File: config.mk
export PLATFORM = sky130hd
export DESIGN_NAME = if_prefetch_flat
export DESIGN_NICKNAME = d
export VERILOG_FILES = /design/src/rtl/mips_pkg.sv /design/src/rtl/if_prefetch_if.sv /design/src/rtl/if_fifo.sv /design/src/rtl/if_prefetch.sv /design/src/flat_wrapper.sv
export SDC_FILE = /design/constraint.sdc
export NUM_CORES = 1
export LEC_CHECK = 0
export CAP_MARGIN = 20
export CORE_UTILIZATION = 55
export DETAILED_ROUTE_END_ITERATION = 16
export GPL_TIMING_DRIVEN = 0
export PLACE_DENSITY = 0.86
export SYNTH_ARGS = -nofsm -noshare
export SYNTH_HDL_FRONTEND = slang
export SYNTH_HIERARCHICAL = 1
export SYNTH_SLANG_ARGS = --single-unit
File: constraint.sdc
create_clock -name clk -period 4.6 [get_ports clk]
set_clock_uncertainty 0.05 [all_clocks]
set_input_delay 0.92 -clock clk [delete_from_list [all_inputs] [get_ports clk]]
set_output_delay 0.92 -clock clk [all_outputs]
set_load 0.005 [all_outputs]
File: src/rtl/mips_pkg.sv
// Shared types and defaults for the MIPS fetch front end.
package mips_pkg;
  localparam int          ADDR_W_DEF   = 32;
  localparam logic [31:0] RESET_PC_DEF = 32'h0000_0000;

  typedef logic [ADDR_W_DEF-1:0] addr_t;
  typedef logic [31:0]           instr_t;

  typedef enum logic [1:0] {IDLE, WAIT, DISCARD} fetch_state_e;

  function automatic logic [31:0] sat_inc32(input logic [31:0] v);
    return (&v) ? v : v + 32'd1;
  endfunction
endpackage

File: src/rtl/if_prefetch_if.sv
// Instruction-memory request/ack channel plus the decode-facing valid/ready channel.
interface if_prefetch_if #(parameter int ADDR_W = 32);
  import mips_pkg::*;

  logic              imem_req;
  logic [ADDR_W-1:0] imem_addr;
  logic              imem_ack;
  instr_t            imem_rdata;
  logic              out_valid;
  logic              out_ready;
  instr_t            out_instr;
  logic [ADDR_W-1:0] out_pc;

  modport master (
    output imem_req, imem_addr, out_valid, out_instr, out_pc,
    input  imem_ack, imem_rdata, out_ready
  );
  modport slave (
    input  imem_req, imem_addr, out_valid, out_instr, out_pc,
    output imem_ack, imem_rdata, out_ready
  );
endinterface

File: src/rtl/if_fifo.sv
// Small synchronous FIFO of {instr, pc} entries with flush and occupancy count.
module if_fifo #(
  parameter int DEPTH = 4,
  parameter int W     = 64
) (
  input  logic                   clk,
  input  logic                   rst,
  input  logic                   flush,
  input  logic                   push,
  input  logic                   pop,
  input  logic [W-1:0]           wdata,
  output logic [W-1:0]           rdata,
  output logic [$clog2(DEPTH):0] count
);
  localparam int PW = $clog2(DEPTH);

  logic [W-1:0]  mem [DEPTH];
  logic [PW-1:0] wptr, rptr;
  logic          do_pop;

  assign do_pop = pop && (count != '0);
  // Head is forced to zero when empty so the outputs read zero after reset/flush.
  assign rdata  = (count != '0) ? mem[rptr] : '0;

  always_ff @(posedge clk or negedge rst) begin
    if (!rst) begin
      wptr  <= '0;
      rptr  <= '0;
      count <= '0;
    end else if (flush) begin
      wptr  <= '0;
      rptr  <= '0;
      count <= '0;
    end else begin
      if (push)   wptr <= wptr + 1'b1;
      if (do_pop) rptr <= rptr + 1'b1;
      case ({push, do_pop})
        2'b10:   count <= count + 1'b1;
        2'b01:   count <= count - 1'b1;
        default: ;
      endcase
    end
  end

  always_ff @(posedge clk) begin
    if (push) mem[wptr] <= wdata;
  end
endmodule

File: src/rtl/if_prefetch.sv
// Fetch stage: one-outstanding imem requester feeding a prefetch FIFO toward decode.
// Define IF_PREFETCH_PERF_EN to add saturating fetch/flush performance counters.
module if_prefetch
  import mips_pkg::*;
#(
  parameter int                DEPTH    = 4,
  parameter int                ADDR_W   = ADDR_W_DEF,
  parameter logic [ADDR_W-1:0] RESET_PC = ADDR_W'(RESET_PC_DEF)
) (
  input  logic               clk,
  input  logic               rst,
  input  logic               clr,
  input  logic               redirect_valid,
  input  logic [ADDR_W-1:0]  redirect_pc,
  if_prefetch_if.master      bus,
  output logic [ADDR_W-1:0]  pc_out
`ifdef IF_PREFETCH_PERF_EN
  ,
  output logic [31:0]        perf_fetch_cnt,
  output logic [31:0]        perf_flush_cnt
`endif
);
  localparam int CW = $clog2(DEPTH) + 1;

  fetch_state_e      state, state_nxt;
  logic [ADDR_W-1:0] fetch_pc, hold_addr, flush_pc;
  logic [CW-1:0]     count;
  logic              flush, push, pop, room_after_push;
  logic [31+ADDR_W:0] head;

  assign flush    = clr | redirect_valid;
  assign flush_pc = clr ? RESET_PC : redirect_pc;
  assign pop      = bus.out_valid && bus.out_ready;
  assign push     = (state == WAIT) && bus.imem_ack && !flush;
  // After this push (and any pop) there must still be a slot for the next in-flight word.
  assign room_after_push = (count - CW'(pop)) < CW'(DEPTH - 1);

  if_fifo #(.DEPTH(DEPTH), .W(32 + ADDR_W)) u_fifo (
    .clk   (clk),
    .rst   (rst),
    .flush (flush),
    .push  (push),
    .pop   (pop),
    .wdata ({bus.imem_rdata, fetch_pc}),
    .rdata (head),
    .count (count)
  );

  assign bus.out_valid = (count != '0);
  assign bus.out_instr = head[ADDR_W +: 32];
  assign bus.out_pc    = head[ADDR_W-1:0];
  assign pc_out        = fetch_pc;

  always_ff @(posedge clk or negedge rst) begin
    if (!rst) state <= IDLE;
    else      state <= state_nxt;
  end

  always_comb begin
    state_nxt = state;
    unique case (state)
      IDLE:    if (flush || count < CW'(DEPTH)) state_nxt = WAIT;
      WAIT:    if (bus.imem_ack) state_nxt = (!flush && room_after_push) ? WAIT : IDLE;
               else if (flush)   state_nxt = DISCARD;
      DISCARD: if (bus.imem_ack) state_nxt = IDLE;
      default: state_nxt = IDLE;
    endcase
  end

  always_comb begin
    bus.imem_req  = 1'b0;
    bus.imem_addr = fetch_pc;
    unique case (state)
      WAIT:    bus.imem_req = 1'b1;
      // fetch_pc already points at the redirect target; keep presenting the old address.
      DISCARD: begin
        bus.imem_req  = 1'b1;
        bus.imem_addr = hold_addr;
      end
      default: ;
    endcase
  end

  always_ff @(posedge clk or negedge rst) begin
    if (!rst) begin
      fetch_pc  <= RESET_PC;
      hold_addr <= RESET_PC;
    end else begin
      if (flush)                             fetch_pc <= flush_pc;
      else if (state == WAIT && bus.imem_ack) fetch_pc <= fetch_pc + 1'b1;
      if (state == WAIT && !bus.imem_ack && flush) hold_addr <= fetch_pc;
    end
  end

`ifdef IF_PREFETCH_PERF_EN
  always_ff @(posedge clk or negedge rst) begin
    if (!rst) begin
      perf_fetch_cnt <= '0;
      perf_flush_cnt <= '0;
    end else begin
      if (push)  perf_fetch_cnt <= sat_inc32(perf_fetch_cnt);
      if (flush) perf_flush_cnt <= sat_inc32(perf_flush_cnt);
    end
  end
`endif
endmodule

File: src/flat_wrapper.sv
// flat-port wrapper written by rule: the top's interface ports become plain ports
module if_prefetch_flat import mips_pkg::*;
#(
  parameter int                DEPTH    = 4,
  parameter int                ADDR_W   = ADDR_W_DEF,
  parameter logic [ADDR_W-1:0] RESET_PC = ADDR_W'(RESET_PC_DEF)
)
  (clk, rst, clr, redirect_valid, redirect_pc, pc_out, bus_imem_req, bus_imem_addr, bus_out_valid, bus_out_instr, bus_out_pc, bus_imem_ack, bus_imem_rdata, bus_out_ready);
  if_prefetch_if #(.ADDR_W(ADDR_W)) bus_i ();
  input  logic clk;
  input  logic rst;
  input  logic clr;
  input  logic redirect_valid;
  input  logic [ADDR_W-1:0] redirect_pc;
  output logic [ADDR_W-1:0] pc_out;
  output wire logic [$bits(bus_i.imem_req)-1:0] bus_imem_req;
  output wire logic [$bits(bus_i.imem_addr)-1:0] bus_imem_addr;
  output wire logic [$bits(bus_i.out_valid)-1:0] bus_out_valid;
  output wire logic [$bits(bus_i.out_instr)-1:0] bus_out_instr;
  output wire logic [$bits(bus_i.out_pc)-1:0] bus_out_pc;
  input wire logic [$bits(bus_i.imem_ack)-1:0] bus_imem_ack;
  input wire logic [$bits(bus_i.imem_rdata)-1:0] bus_imem_rdata;
  input wire logic [$bits(bus_i.out_ready)-1:0] bus_out_ready;
  assign bus_imem_req = bus_i.imem_req;
  assign bus_imem_addr = bus_i.imem_addr;
  assign bus_out_valid = bus_i.out_valid;
  assign bus_out_instr = bus_i.out_instr;
  assign bus_out_pc = bus_i.out_pc;
  assign bus_i.imem_ack = bus_imem_ack;
  assign bus_i.imem_rdata = bus_imem_rdata;
  assign bus_i.out_ready = bus_out_ready;
  if_prefetch #(.DEPTH(DEPTH), .ADDR_W(ADDR_W), .RESET_PC(RESET_PC)) u_core (.clk(clk), .rst(rst), .clr(clr), .redirect_valid(redirect_valid), .redirect_pc(redirect_pc), .bus(bus_i), .pc_out(pc_out));
endmodule
## Yosys cells after proc, flatten, opt, wreduce, memory -nomap -nowiden

Memories as Yosys holds them, arrays and structs flattened.
Cells that the tools add are included.

| operators by class | value |
|---|---|
| $add $sub $neg | 6 |
| $lt $le $gt $ge | 2 |
| eq/ne operators | 7 |
| multiplexer cells | 20 |
| bitwise operators | 1 |
| reduce and logical (&&, ||, !) cells | 18 |

Operators with widths:

| cell | count |
|---|---|
| 32-bit two-way mux | 4 |
| 64-bit two-way mux | 1 |
| 32-bit by 1-bit adder with 32-bit output, second input constant | 1 |
| 2-bit two-way mux | 8 |
| 1-bit logical AND | 7 |
| 2-bit one-hot mux with 3 select lines | 1 |
| 3-bit one-hot mux with 2 select lines | 1 |
| 2-bit nonzero test | 3 |
| 3-bit nonzero test | 2 |
| 2-bit by 1-bit adder with 2-bit output, second input constant | 2 |
| 2-bit by 1-bit equality test with 1-bit output, second input constant | 2 |
| 2-bit equality test, second input constant | 2 |
| 1-bit two-way mux | 4 |
| 3-bit by 1-bit adder with 3-bit output, second input constant | 1 |
| 3-bit by 2-bit less-than comparator with 1-bit output, second input constant | 1 |
| 3-bit less-than comparator, second input constant | 1 |
| 3-bit two-way mux | 1 |
| 3-bit by 2-bit inequality test with 1-bit output, second input constant | 1 |
| 3-bit AND reduction | 1 |
| 3-bit by 1-bit subtractor with 3-bit output | 1 |
| 3-bit by 1-bit subtractor with 3-bit output, second input constant | 1 |
| 1-bit logical NOT | 2 |
| 2-bit logical NOT | 1 |
| 2-bit by 1-bit inequality test with 1-bit output, second input constant | 1 |
| other kinds (4) | 4 |

| word-level totals | value |
|---|---|
| register bits | 73 |
| memory bits (writable) | 256 |
| bits of input ports | 70 |
| output and inout port bits | 130 |
| memories | 1 |

Memory list:

| name | words | bits a word | rd ports | clocked after memory_dff | wr ports | line | RTL |
|---|---|---|---|---|---|---|---|
| u_core.u_fifo.mem | 4 | 64 | 1 | 0 | 1 | if_fifo.sv:17 | `logic [W-1:0] mem [DEPTH];` |

## Longest topological paths before layout

Gate-level depths: netlist of run 1.

| logic depth | value |
|---|---|
| word-level depth | 8 |
| depth in mapped cells | 11 |

## By module

Netlist of run 1, hierarchy kept.

Modules (own cells, without submodules):

| module | instances | cells an instance | area an instance (um^2) | seq. area each (um^2) |
|---|---|---|---|---|
| if_fifo | 1 | 452 | 10133.5 | 7862.5 |
| if_prefetch | 1 | 386 | 3927.5 | 1651.6 |

## Worst setup path after synthesis of run 1

Ideal clock, no wire load.

| timing | value |
|---|---|
| path kind | input to register |
| from | in clr |
| to | mem u_core.u_fifo.mem[0][0] (enable) |
| data arrival time | 3720 ps |
| slack | 402 ps |
| stages | 6 |
| path buffers | 2 |
| cells stage by stage | buf_2 nor2_1 clkinv_1 nor2_1 buf_2 and2_1 |

| between the ends | value |
|---|---|
| cells in the longest elaborated chain, start to end | 5 |

Ends and longest elaborated chain:

| item | line | RTL |
|---|---|---|
| start: declaration | flat_wrapper.sv:12 | `input logic clr;` |
| 1-bit bitwise OR | if_prefetch.sv:31 | `assign flush = clr \| redirect_valid;` |
| named net u_core.flush | if_prefetch.sv:28 | `logic flush, push, pop, room_after_push;` |
| 1-bit logical NOT | if_prefetch.sv:34 | `assign push = (state == WAIT) && bus.imem_ack && !flush;` |
| 1-bit logical AND | if_prefetch.sv:34 |  |
| named net u_core.push | if_prefetch.sv:28 |  |
| 1-bit two-way mux | if_fifo.sv:46 | `if (push) mem[wptr] <= wdata;` |
| 1-bit two-way mux (implied by the code) | if_fifo.sv:46 |  |
| end: declaration | if_fifo.sv:17 |  |

The timed path passes the listed nets, and every way through them passes these cells.

## Worst setup path after layout of run 1

| timing | value |
|---|---|
| from | reg u_core.state[0] |
| to | out bus_imem_addr[30] |

| between the ends | value |
|---|---|
| cells in the longest elaborated chain, start to end | 2 |

Ends and longest elaborated chain:

| item | line | RTL |
|---|---|---|
| start: declaration | if_prefetch.sv:25 | `fetch_state_e state, state_nxt;` |
| start signal: assignment | if_prefetch.sv:56 | `else state <= state_nxt;` |
| 2-bit equality test | if_prefetch.sv:73 | `unique case (state)` |
| 32-bit two-way mux | if_prefetch.sv:73 |  |
| end: declaration | flat_wrapper.sv:17 | `output wire logic [$bits(bus_i.imem_addr)-1:0] bus_imem_addr;` |

No other way between the ends.

==> out/results.tsv, run 1 <==
stage	metric	value	unit
cts	TritonCTS Sinks	329	
route	DR top layer	met4	
critical_path	critical path launch point type	flip-flop	
global_routing	largest net degree at the start of global routing	60	
sta	Setup TNS	0	ps
sta	crit share post-route	0.901	
sta	f_max	241	MHz
final_layout	Area Overhead vs Synth	25.5	%
power	IR drop worst, VDD	326	uV
die	Starting Density	0.560	
final_layout	# fillers	1613	
die	core area	25100	um^2
final_layout	area of the multi-input gates	4240	um^2
sta	setup ws final	457	ps
cts	H-tree levels	2	
cts	CTS tree	yes	
status	outcome	finished clean	
critical_path	CP endpoint kind	output pin	
cts	Post-CTS Resized	0	
die	num rows	58	
cts	worst skew pair latency	520	ps
yosys	top cells by area, synth	edfxtp_1 55%, dfrtp_1 13%, mux4_2 10%, mux2_2 4.9%, nor2b_1 3.1%	
yosys	#FFs+latches synth	329	
sta	Slew HR	0.239	
die	Die ar.	26200	um^2
yosys	number of synthesized flops with an enable pin	256	
yosys	Mapped Nets	919	
power	PwrDens	391	nW/um^2
sta	Tightest Pin Transition	1140	ps
sta	Final Hold Vio Count	0	
hold_path	HP Class	input pin to asynchronous set/reset pin	
critical_path	FF-to-FF path depth	10	
route	DRC	0	
cts	CTS max path bufs	3	
route	Final ANT Viol Nets	0	
yosys	Warnings, synthesis	6	
power	total chip power	6900	uW
run	Max Cap Viol	0	
yosys	most common cell in the netlist	edfxtp_1	
power	Pleak	0.00608	uW
final_layout	Finished Layout Cells	1430	
cts	Inserted Clock Buffers	35	
sta	final setup vio count	0	
global_routing	initial antenna violation count	1	
critical_path	reg2reg end	u_core/u_fifo/count[2]	
route	Pre-antenna DRT Iters	5	
critical_path	Req. time, crit path	3630	ps
route	wl on met1	12600	um
critical_path	path type of the worst setup path	flip-flop to output pin	
cts	CTS root buffer	clkbuf_16	
final_layout	final core utilization	0.703	
placed_design	IO buf count	197	
cts	Worst-path clk slew	60	ps
yosys	top-area cell type share of the netlist area	0.547	
route	final WL	31700	um
global_routing	vias in the first global route	8574	
yosys	register area share after synthesis	0.677	
yosys	most instantiated cells after synthesis	256 x edfxtp_1, 73 x dfrtp_1, 70 x nor2b_1, 64 x mux4_2, 61 x mux2_2	
yosys	Mapped Cells	838	
sta	RSZ-0062 raised after global routing	no	
yosys	post-synthesis area per instance	16.8	um^2
final_layout	FF/Latch Area	9510	um^2
global_routing	total track usage	0.247	
cts	setup bufs post-CTS	0	
yosys	Async SR Flop Fraction	0.222	
route	vias per cell	5.83	
die	Die X	162	um
route	WL/cell	22.2	um
route	DRT iter0 DRCs	702	
yosys	Post-Syn Area	14100	um^2
placed_design	Cells after DPL	1370	
cts	hold_buf cts	0	
route	DR vias	8344	
global_routing	total gr overflow	0	
die	Die Ht	162	um
global_routing	global-route wire length before repair	48800	um
final_layout	Nets	1158	
placed_design	Post-Place Setup Slack	99.7	ps
placed_design	GP Congestion	0.865	
route	wire length on met3	2190	um
critical_path	R2R Setup Slk	1260	ps
sta	post-layout min period	4140	ps
placed_design	final HPWL from detailed placement	20600	um
route	met2 WL post-DR	16300	um
sta	final slew viol count	0	
critical_path	Critical Path Fanout Max	10	
die	Top-Level Pins	200	
yosys	largest area contributor in the netlist	edfxtp_1	
final_layout	fraction of layout cells with a size suffix above 1	0.199	
critical_path	RR Startpoint	u_core/state[1]	
critical_path	CP Data Arrival Time	3170	ps
yosys	Post-synth top flop	edfxtp_1	
yosys	Cell variety after synth	62	
-- where the power goes --
part / internal, uW / total [uW] / switching [uW]
Sequential: 3380 / 3500 / 118
Clock: 1550 / 2640 / 1090
Combinational: 417 / 763 / 346
Total: 5350 / 6900 / 1560
-- flip-flops by register name (all words and copies together), names as in the netlist --
name,flops
u_core/pc_out,32
u_core/hold_addr,32
u_core/u_fifo/count,3
u_core/u_fifo/mem,256
u_core/state,2
u_core/u_fifo/wptr,2
u_core/u_fifo/rptr,2
-- cells in the final DEF, fill, tap and decap left out, drive strengths merged, types with 5 or more instances in the layout --
master	count
mux2i	8
nor3	13
nand2	31
a21oi	23
o21ai	19
inv	24
and4	5
nand3	15
o21a	5
xnor2	15
mux2	61
clkbuf	67
nand4	10
clkdlybuf4s50	196
nor2b	70
buf	29
xor2	8
mux4	64
and3	7
dfrtp	73
nor2	28
and2	7
clkinv	6
ha	10
edfxtp	256
nor4	6
-- worst max-delay path by stage --
stage | endpoint | startpoint | slack, ps | depth (start not counted)
final | bus_imem_addr[30] | u_core/state[0] | 460 | 6
after global routing | bus_imem_addr[28] | u_core/state[0] | 320 | 6
after CTS | bus_imem_addr[30] | u_core/state[0] | 450 | 6
after detailed placement | u_core/u_fifo/count[2] | redirect_valid | 100 | 9
after global placement | u_core/u_fifo/mem[3][42] | redirect_valid | -1640 | 6
after floorplan | u_core/u_fifo/mem[0][0] | clr | 400 | 6
-- critical path, cell delays in order, from the launching register on --
cell	delay [ps]
dfrtp_1	380
inv_1	110
ha_1	160
clkbuf_1	490
clkbuf_1	630
mux2_2	450
clkdlybuf4s50_1	450
-- metrics by stage --
step	cell area, um^2	hold WS [ps]
after detailed placement	16600	440
after global placement	16400	433
after CTS	17600	197
after global routing	17600	209
after floorplan	14100	425
final	17600	207
-- area by class of cell --
class | count | share of cell area
flip-flops and latches | 329 | 0.539
multi-input cells | 443 | 0.240
repair buffers | 202 | 0.119
clock buffers | 45 | 0.0529
well taps | 330 | 0.0234
plain buffers | 45 | 0.0135
clock inverters | 13 | 0.00745
inverters | 21 | 0.00447
diodes | 2 | 0.000284
-- layer usage --
layer,track usage,up-vias
met2,0.420,337
met5,0,-
li1,-,3707
met3,0.0506,53
met1,0.323,4247
met4,0.0712,0
-- cells by family (layout without fill, tap and decap cells) --
| kind of cell | Yosys count | after routing | synth area share |
|---|---|---|---|
| AOI/OAI and AO/OA | 74 | 74 | 0.0346 |
| xor gates and xnor gates | 23 | 23 | 0.0143 |
| adders and majority gates | 11 | 11 | 0.0103 |
| buffers and inverters | 66 | 326 | 0.0225 |
| DFF | 329 | 329 | 0.677 |
| muxes | 133 | 133 | 0.157 |
| other | 0 | 2 | 0 |
| and+or+nand+nor | 202 | 202 | 0.0845 |
No activity file was read; power rests on OpenSTA's default activity.
==> run 2, diff against run 1 <==
--- a/config.mk
+++ b/config.mk
@@ -9,6 +9,7 @@
 export CORE_UTILIZATION = 55
 export DETAILED_ROUTE_END_ITERATION = 16
 export GPL_TIMING_DRIVEN = 0
+export MAX_ROUTING_LAYER = met4
 export PLACE_DENSITY = 0.86
 export SYNTH_ARGS = -nofsm -noshare
 export SYNTH_HDL_FRONTEND = slang
==> run 2 against run 1 <==
  * First-iteration DRC count is 10% lower
  * Hold slack got worse by 4.3 ps
  * Cell count unchanged
  * Wire length increased by 0.73%
  * Die area unchanged
  * Power up 0.10%
  * Fmax shrank 0.15%
  * Core utilization stayed put
  * Cell area did not move
  * Setup slack worse by 6.0 ps
  * Register-to-register slack hardly changed
  * Largest cell class unchanged
  * Highest routed layer unchanged
==> out/results.tsv, run 2 (synthesis gave the netlist of run 1 again) <==
stage	metric	value	unit	change
status	outcome	finished clean		unchanged
die	num rows	58		unchanged
die	core area	25100	um^2	unchanged
die	Top-Level Pins	200		unchanged
route	vias per cell	5.87		was 5.83
placed_design	Cells after DPL	1370		unchanged
cts	setup bufs post-CTS	0		unchanged
route	DR vias	8397		was 8344
placed_design	Post-Place Setup Slack	99.7	ps	unchanged
final_layout	Area Overhead vs Synth	25.5	%	unchanged
final_layout	commonest non-fill, non-tap cell in the layout	edfxtp_1		unchanged
placed_design	final HPWL from detailed placement	20600	um	unchanged
critical_path	slowest stage delay, CP	620	ps	was 630 ps
route	Final ANT Viol Nets	0		unchanged
global_routing	grt met2 use	0.421		was 0.420
sta	Setup TNS	0	ps	unchanged
placed_design	IO buf count	197		unchanged
global_routing	total track usage	0.255		was 0.247
sta	RSZ-0062 raised after global routing	no		unchanged
route	DRC	0		unchanged
global_routing	global-route wire length before repair	48700	um	was 48800 um
global_routing	largest net degree at the start of global routing	60		unchanged
global_routing	M1 GR Usage	0.323		about the same
power	IR drop worst, VDD	327	uV	was 326 uV
final_layout	Largest register FFs	256		unchanged
cts	CTS tree	yes		unchanged
cts	TritonCTS Sinks	329		unchanged
critical_path	CP dominant cell by count	clkbuf_1		unchanged
critical_path	path type of the worst setup path	flip-flop to output pin		unchanged
critical_path	CP Data Arrival Time	3180	ps	was 3170 ps
sta	setup ws final	451	ps	was 457 ps
sta	Slew HR	0.243		was 0.239
critical_path	critical path's slowest cell	clkbuf_1		unchanged
global_routing	total gr overflow	0		unchanged
sta	f_max	241	MHz	about the same
sta	Final Hold Vio Count	0		unchanged
global_routing	vias in the first global route	8593		was 8574
sta	final worst hold slack	203	ps	was 207 ps
cts	CTS max path bufs	3		unchanged
global_routing	met3 Usage GRT	0.0483		was 0.0506
critical_path	Critical Path Fanout Max	10		unchanged
final_layout	most frequent cells in the layout	256 x edfxtp_1, 196 x clkdlybuf4s50_1, 73 x dfrtp_1		unchanged
sta	crit share post-route	0.902		was 0.901
route	DRT iter0 DRCs	631		was 702
global_routing	initial antenna violation count	1		unchanged
run	Max Cap Viol	0		unchanged
critical_path	R2R Setup Slk	1250	ps	was 1260 ps
die	Die ar.	26200	um^2	unchanged
critical_path	Req. time, crit path	3630	ps	about the same
hold_path	HP Class	input pin to asynchronous set/reset pin		unchanged
final_layout	Nets	1158		unchanged
route	final WL	31900	um	was 31700 um
sta	final slew viol count	0		unchanged
sta	final setup vio count	0		unchanged
power	Pleak	0.00608	uW	unchanged
sta	Tightest Pin Transition	1130	ps	was 1140 ps
power	PwrDens	391	nW/um^2	about the same
final_layout	Largest Register	u_core/u_fifo/mem		unchanged
route	Pre-antenna DRT Iters	6		was 5
placed_design	GP Congestion	0.879		was 0.865
cts	worst skew pair latency	520	ps	about the same
route	WL/cell	22.3	um	was 22.2 um
cts	Post-CTS Resized	0		unchanged
final_layout	fraction of layout cells with a size suffix above 1	0.199		unchanged
cts	Worst-path clk slew	60	ps	about the same
cts	Inserted Clock Buffers	35		unchanged
cts	hold_buf cts	0		unchanged
power	total chip power	6910	uW	was 6900 uW
critical_path	CP endpoint kind	output pin		unchanged
die	Die Ht	162	um	unchanged
cts	H-tree levels	2		unchanged
critical_path	critical-path cell list	inv_1 -> ha_1 -> clkbuf_1 -> clkbuf_1 -> mux2_2 -> clkdlybuf4s50_1		unchanged
global_routing	gr busiest metal	met2		unchanged
cts	CTS root buffer	clkbuf_16		unchanged
die	Die X	162	um	unchanged
die	Starting Density	0.560		unchanged
critical_path	critical path launch point type	flip-flop		unchanged
final_layout	Finished Layout Cells	1430		unchanged
sta	post-layout min period	4150	ps	was 4140 ps
[run 2: cell counts in the layout (fill, tap and decap cells not counted)]
Identical to the previous run, type by type.
[run 2: final timing paths]
| check | from | endpoint | cells after the start |
|---|---|---|---|
| max | u_core/state[0] | bus_imem_addr[30] | 6 |
| min | rst | u_core/hold_addr[23] | 1 |
| max reg2reg | u_core/state[1] | u_core/u_fifo/count[2] | 10 |
| min reg2reg | u_core/hold_addr[15] | u_core/hold_addr[15] | 1 |
| max in group asynchronous | rst | u_core/pc_out[7] | 2 |
| min in group clk | u_core/hold_addr[15] | u_core/hold_addr[15] | 1 |
[run 2: final cells by class]
class	instances	area, um^2
multi-input cells	443	4240
inverters	21	78.8
flip-flops and latches	329	9510
clock inverters	13	131
clock buffers	45	933
fillers	1613	7460
well taps	330	413
repair buffers	202	2090
plain buffers	45	238
diodes	2	5.00
[run 2: where the power goes]
part | leakage, uW | switching (uW) | internal (uW)
Sequential | 0.00330 | 119 | 3380
Clock | 0.000514 | 1100 | 1550
Combinational | 0.00226 | 347 | 417
[run 2: per-stage QoR]
| step | util | cell area [um^2] |
|---|---|---|
| finish | 0.703 | 17600 |
| global route | 0.703 | 17600 |
| floorplan | - | 14100 |
| CTS | 0.703 | 17600 |
| global placement | 0.655 | 16400 |
| detailed placement | 0.660 | 16600 |
[run 2: per-layer routing]
layer  vias to the layer above  routed length [um]  share of wire
li1                       3705                   -              -
met1                      4271               12700           0.40
met2                       363               16400           0.51
met3                        58                2260          0.071
met4                         0                 571          0.018
met5                         -                   0              0
[run 2: worst max-delay path, delay by kind of cell, from the launching register on]
kind | cells | cell delay (ps)
buf+inv | 4 | 1680
mux | 1 | 450
fa+ha+maj | 1 | 160
flops | 1 | 380
==> run 3, diff against run 2 <==
--- a/config.mk
+++ b/config.mk
@@ -6,11 +6,11 @@
 export NUM_CORES = 1
 export LEC_CHECK = 0
 export CAP_MARGIN = 20
-export CORE_UTILIZATION = 55
+export CORE_UTILIZATION = 50
 export DETAILED_ROUTE_END_ITERATION = 16
 export GPL_TIMING_DRIVEN = 0
 export MAX_ROUTING_LAYER = met4
-export PLACE_DENSITY = 0.86
+export PLACE_DENSITY = 0.8
 export SYNTH_ARGS = -nofsm -noshare
 export SYNTH_HDL_FRONTEND = slang
 export SYNTH_HIERARCHICAL = 1
==> run 3 against run 2 <==
  * Critical path type unchanged
  * Sequential power hardly changed
  * Highest routed layer unchanged
  * Power increased by 1.1%
  * Global-route usage decreased by 2.4 points
  * Clock power up 3%
  * First-iteration DRC count up 27%
  * Flip-flop and latch count unchanged
  * Critical path depth unchanged
  * Largest cell class unchanged
  * Wire length down 1.3%
==> out/results.tsv, run 3 (synthesis gave the netlist of run 1 again) <==
stage	metric	value	unit	change
cts	TritonCTS Sinks	329		unchanged
final_layout	Final Cell Area	17700	um^2	was 17600 um^2
die	num rows	61		was 58
sta	final setup vio count	0		unchanged
global_routing	largest net degree at the start of global routing	47		was 60
global_routing	global-route wire length before repair	48400	um	was 48700 um
critical_path	CP Data Arrival Time	3250	ps	was 3180 ps
cts	CTS root buffer	clkbuf_16		unchanged
route	DRC	0		unchanged
cts	Inserted Clock Buffers	34		was 35
global_routing	total gr overflow	0		unchanged
final_layout	Area Overhead vs Synth	26.2	%	was 25.5%
sta	setup ws final	384	ps	was 451 ps
sta	f_max	237	MHz	was 241 MHz
critical_path	Critical Path Fanout Max	10		unchanged
route	final WL	31500	um	was 31900 um
global_routing	vias in the first global route	8394		was 8593
die	Die Ht	170	um	was 162 um
final_layout	most frequent cells in the layout	256 x edfxtp_1, 196 x clkdlybuf4s50_1, 73 x dfrtp_1		unchanged
route	DR vias	8346		was 8397
sta	Slew HR	0.531		was 0.243
placed_design	placed cell area	16600	um^2	about the same
die	Die ar.	28800	um^2	was 26200 um^2
critical_path	R2R Setup Slk	1170	ps	was 1250 ps
critical_path	Setup crit start	u_core/state[0]		unchanged
die	Top-Level Pins	200		unchanged
cts	CTS max path bufs	3		unchanged
sta	Tightest Pin Transition	704	ps	was 1130 ps
run	Max Cap Viol	0		unchanged
critical_path	CP endpoint kind	output pin		unchanged
critical_path	CP Capture Point	bus_imem_addr[30]		unchanged
final_layout	Largest register FFs	256		unchanged
final_layout	commonest non-fill, non-tap cell in the layout	edfxtp_1		unchanged
sta	final slew viol count	0		unchanged
sta	crit share post-route	0.917		was 0.902
power	total chip power	6980	uW	was 6910 uW
sta	Final Hold Vio Count	0		unchanged
hold_path	HP Class	input pin to asynchronous set/reset pin		unchanged
critical_path	path type of the worst setup path	flip-flop to output pin		unchanged
power	PwrDens	394	nW/um^2	was 391 nW/um^2
cts	setup bufs post-CTS	0		unchanged
cts	hold_buf cts	0		unchanged
global_routing	initial antenna violation count	1		unchanged
final_layout	Largest Register	u_core/u_fifo/mem		unchanged
critical_path	reg2reg end	u_core/u_fifo/count[2]		unchanged
power	IR drop worst, VDD	265	uV	was 327 uV
route	Pre-antenna DRT Iters	6		unchanged
route	Final ANT Viol Nets	0		unchanged
cts	H-tree levels	2		unchanged
cts	worst skew pair latency	510	ps	was 520 ps
power	Pleak	0.00611	uW	was 0.00608 uW
cts	Worst-path clk slew	60	ps	about the same
critical_path	critical path launch point type	flip-flop		unchanged
die	Starting Density	0.508		was 0.560
route	DRT iter0 DRCs	801		was 631
sta	RSZ-0062 raised after global routing	no		unchanged
placed_design	IO buf count	197		unchanged
placed_design	Post-Place Setup Slack	61.0	ps	was 99.7 ps
cts	Post-CTS Resized	0		unchanged
die	Die X	170	um	was 162 um
final_layout	fraction of layout cells with a size suffix above 1	0.203		was 0.199
status	outcome	finished clean		unchanged
route	WL/cell	21.3	um	was 22.3 um
placed_design	final HPWL from detailed placement	20300	um	was 20600 um
critical_path	RR Startpoint	u_core/state[1]		unchanged
critical_path	Req. time, crit path	3630	ps	about the same
global_routing	total track usage	0.230		was 0.255
final_layout	Nets	1158		unchanged
placed_design	GP Congestion	0.863		was 0.879
die	core area	27700	um^2	was 25100 um^2
route	vias per cell	5.64		was 5.87
critical_path	FF-to-FF path depth	10		unchanged
sta	post-layout min period	4220	ps	was 4150 ps
cts	CTS tree	yes		unchanged
-- run 3: changes by cell type in the layout (fill, tap and decap cells not counted), sizes merged --
cell / change
buf: +1
bufinv: +1
clkbuf: -4
clkinv: +7
clkinvlp: -1
diode: -1
inv: -1
-- run 3: worst min path at each step --
stage                         startpoint                    to  slack (ps)  depth (start not counted)
global route                         rst  u_core/hold_addr[27]         320                          1
CTS                                  rst  u_core/hold_addr[21]         300                          1
floorplan            u_core/hold_addr[0]   u_core/hold_addr[0]         420                          1
finish                               rst  u_core/hold_addr[21]         300                          1
detailed placement  u_core/hold_addr[30]  u_core/hold_addr[30]         440                          1
global placement    u_core/hold_addr[28]  u_core/hold_addr[28]         430                          1
-- run 3: per-stage QoR --
step / hold slack (ps) / TNS [ps] / util / cells
finish: 298 / 0 / 0.640 / 1480
CTS: 305 / 0 / 0.640 / 1478
detailed placement: 440 / 0 / 0.600 / 1418
global route: 318 / 0 / 0.640 / 1480
floorplan: 425 / 0 / - / 838
global placement: 434 / -469460 / 0.596 / 1413
-- run 3: report_power, final --
| part | total, uW | internal (uW) | switching, uW | leakage, uW |
|---|---|---|---|---|
| clock network | 2720 | 1600 | 1120 | 0.000542 |
| registers | 3500 | 3380 | 116 | 0.00330 |
| logic | 766 | 419 | 347 | 0.00226 |
| total | 6980 | 5400 | 1590 | 0.00611 |
-- run 3: layout make-up --
class	count	area [um^2]
Antenna cell	1	2.50
Timing Repair Buffer	203	2090
Tap cell	378	473
Fill cell	1985	9970
Clock buffer	41	918
Multi-Input combinational cell	443	4240
Clock inverter	19	185
Sequential cell	329	9510
Buffer	45	238
Inverter	21	78.8
-- run 3: metal layers --
layer  vias to the layer above  track usage  wire length (um)
li1                       3715            -                 -
met1                      4204        0.300             13100
met2                       367        0.375             15600
met3                        60       0.0329              1980
met4                         0       0.0740               833
met5                         -            -                 0
-- run 3: worst max-delay path, stage by stage, from the launching register on --
cell,delay (ps)
dfrtp_1,380
inv_1,130
ha_1,180
clkbuf_1,520
clkbuf_1,610
mux2_2,410
clkdlybuf4s50_1,500
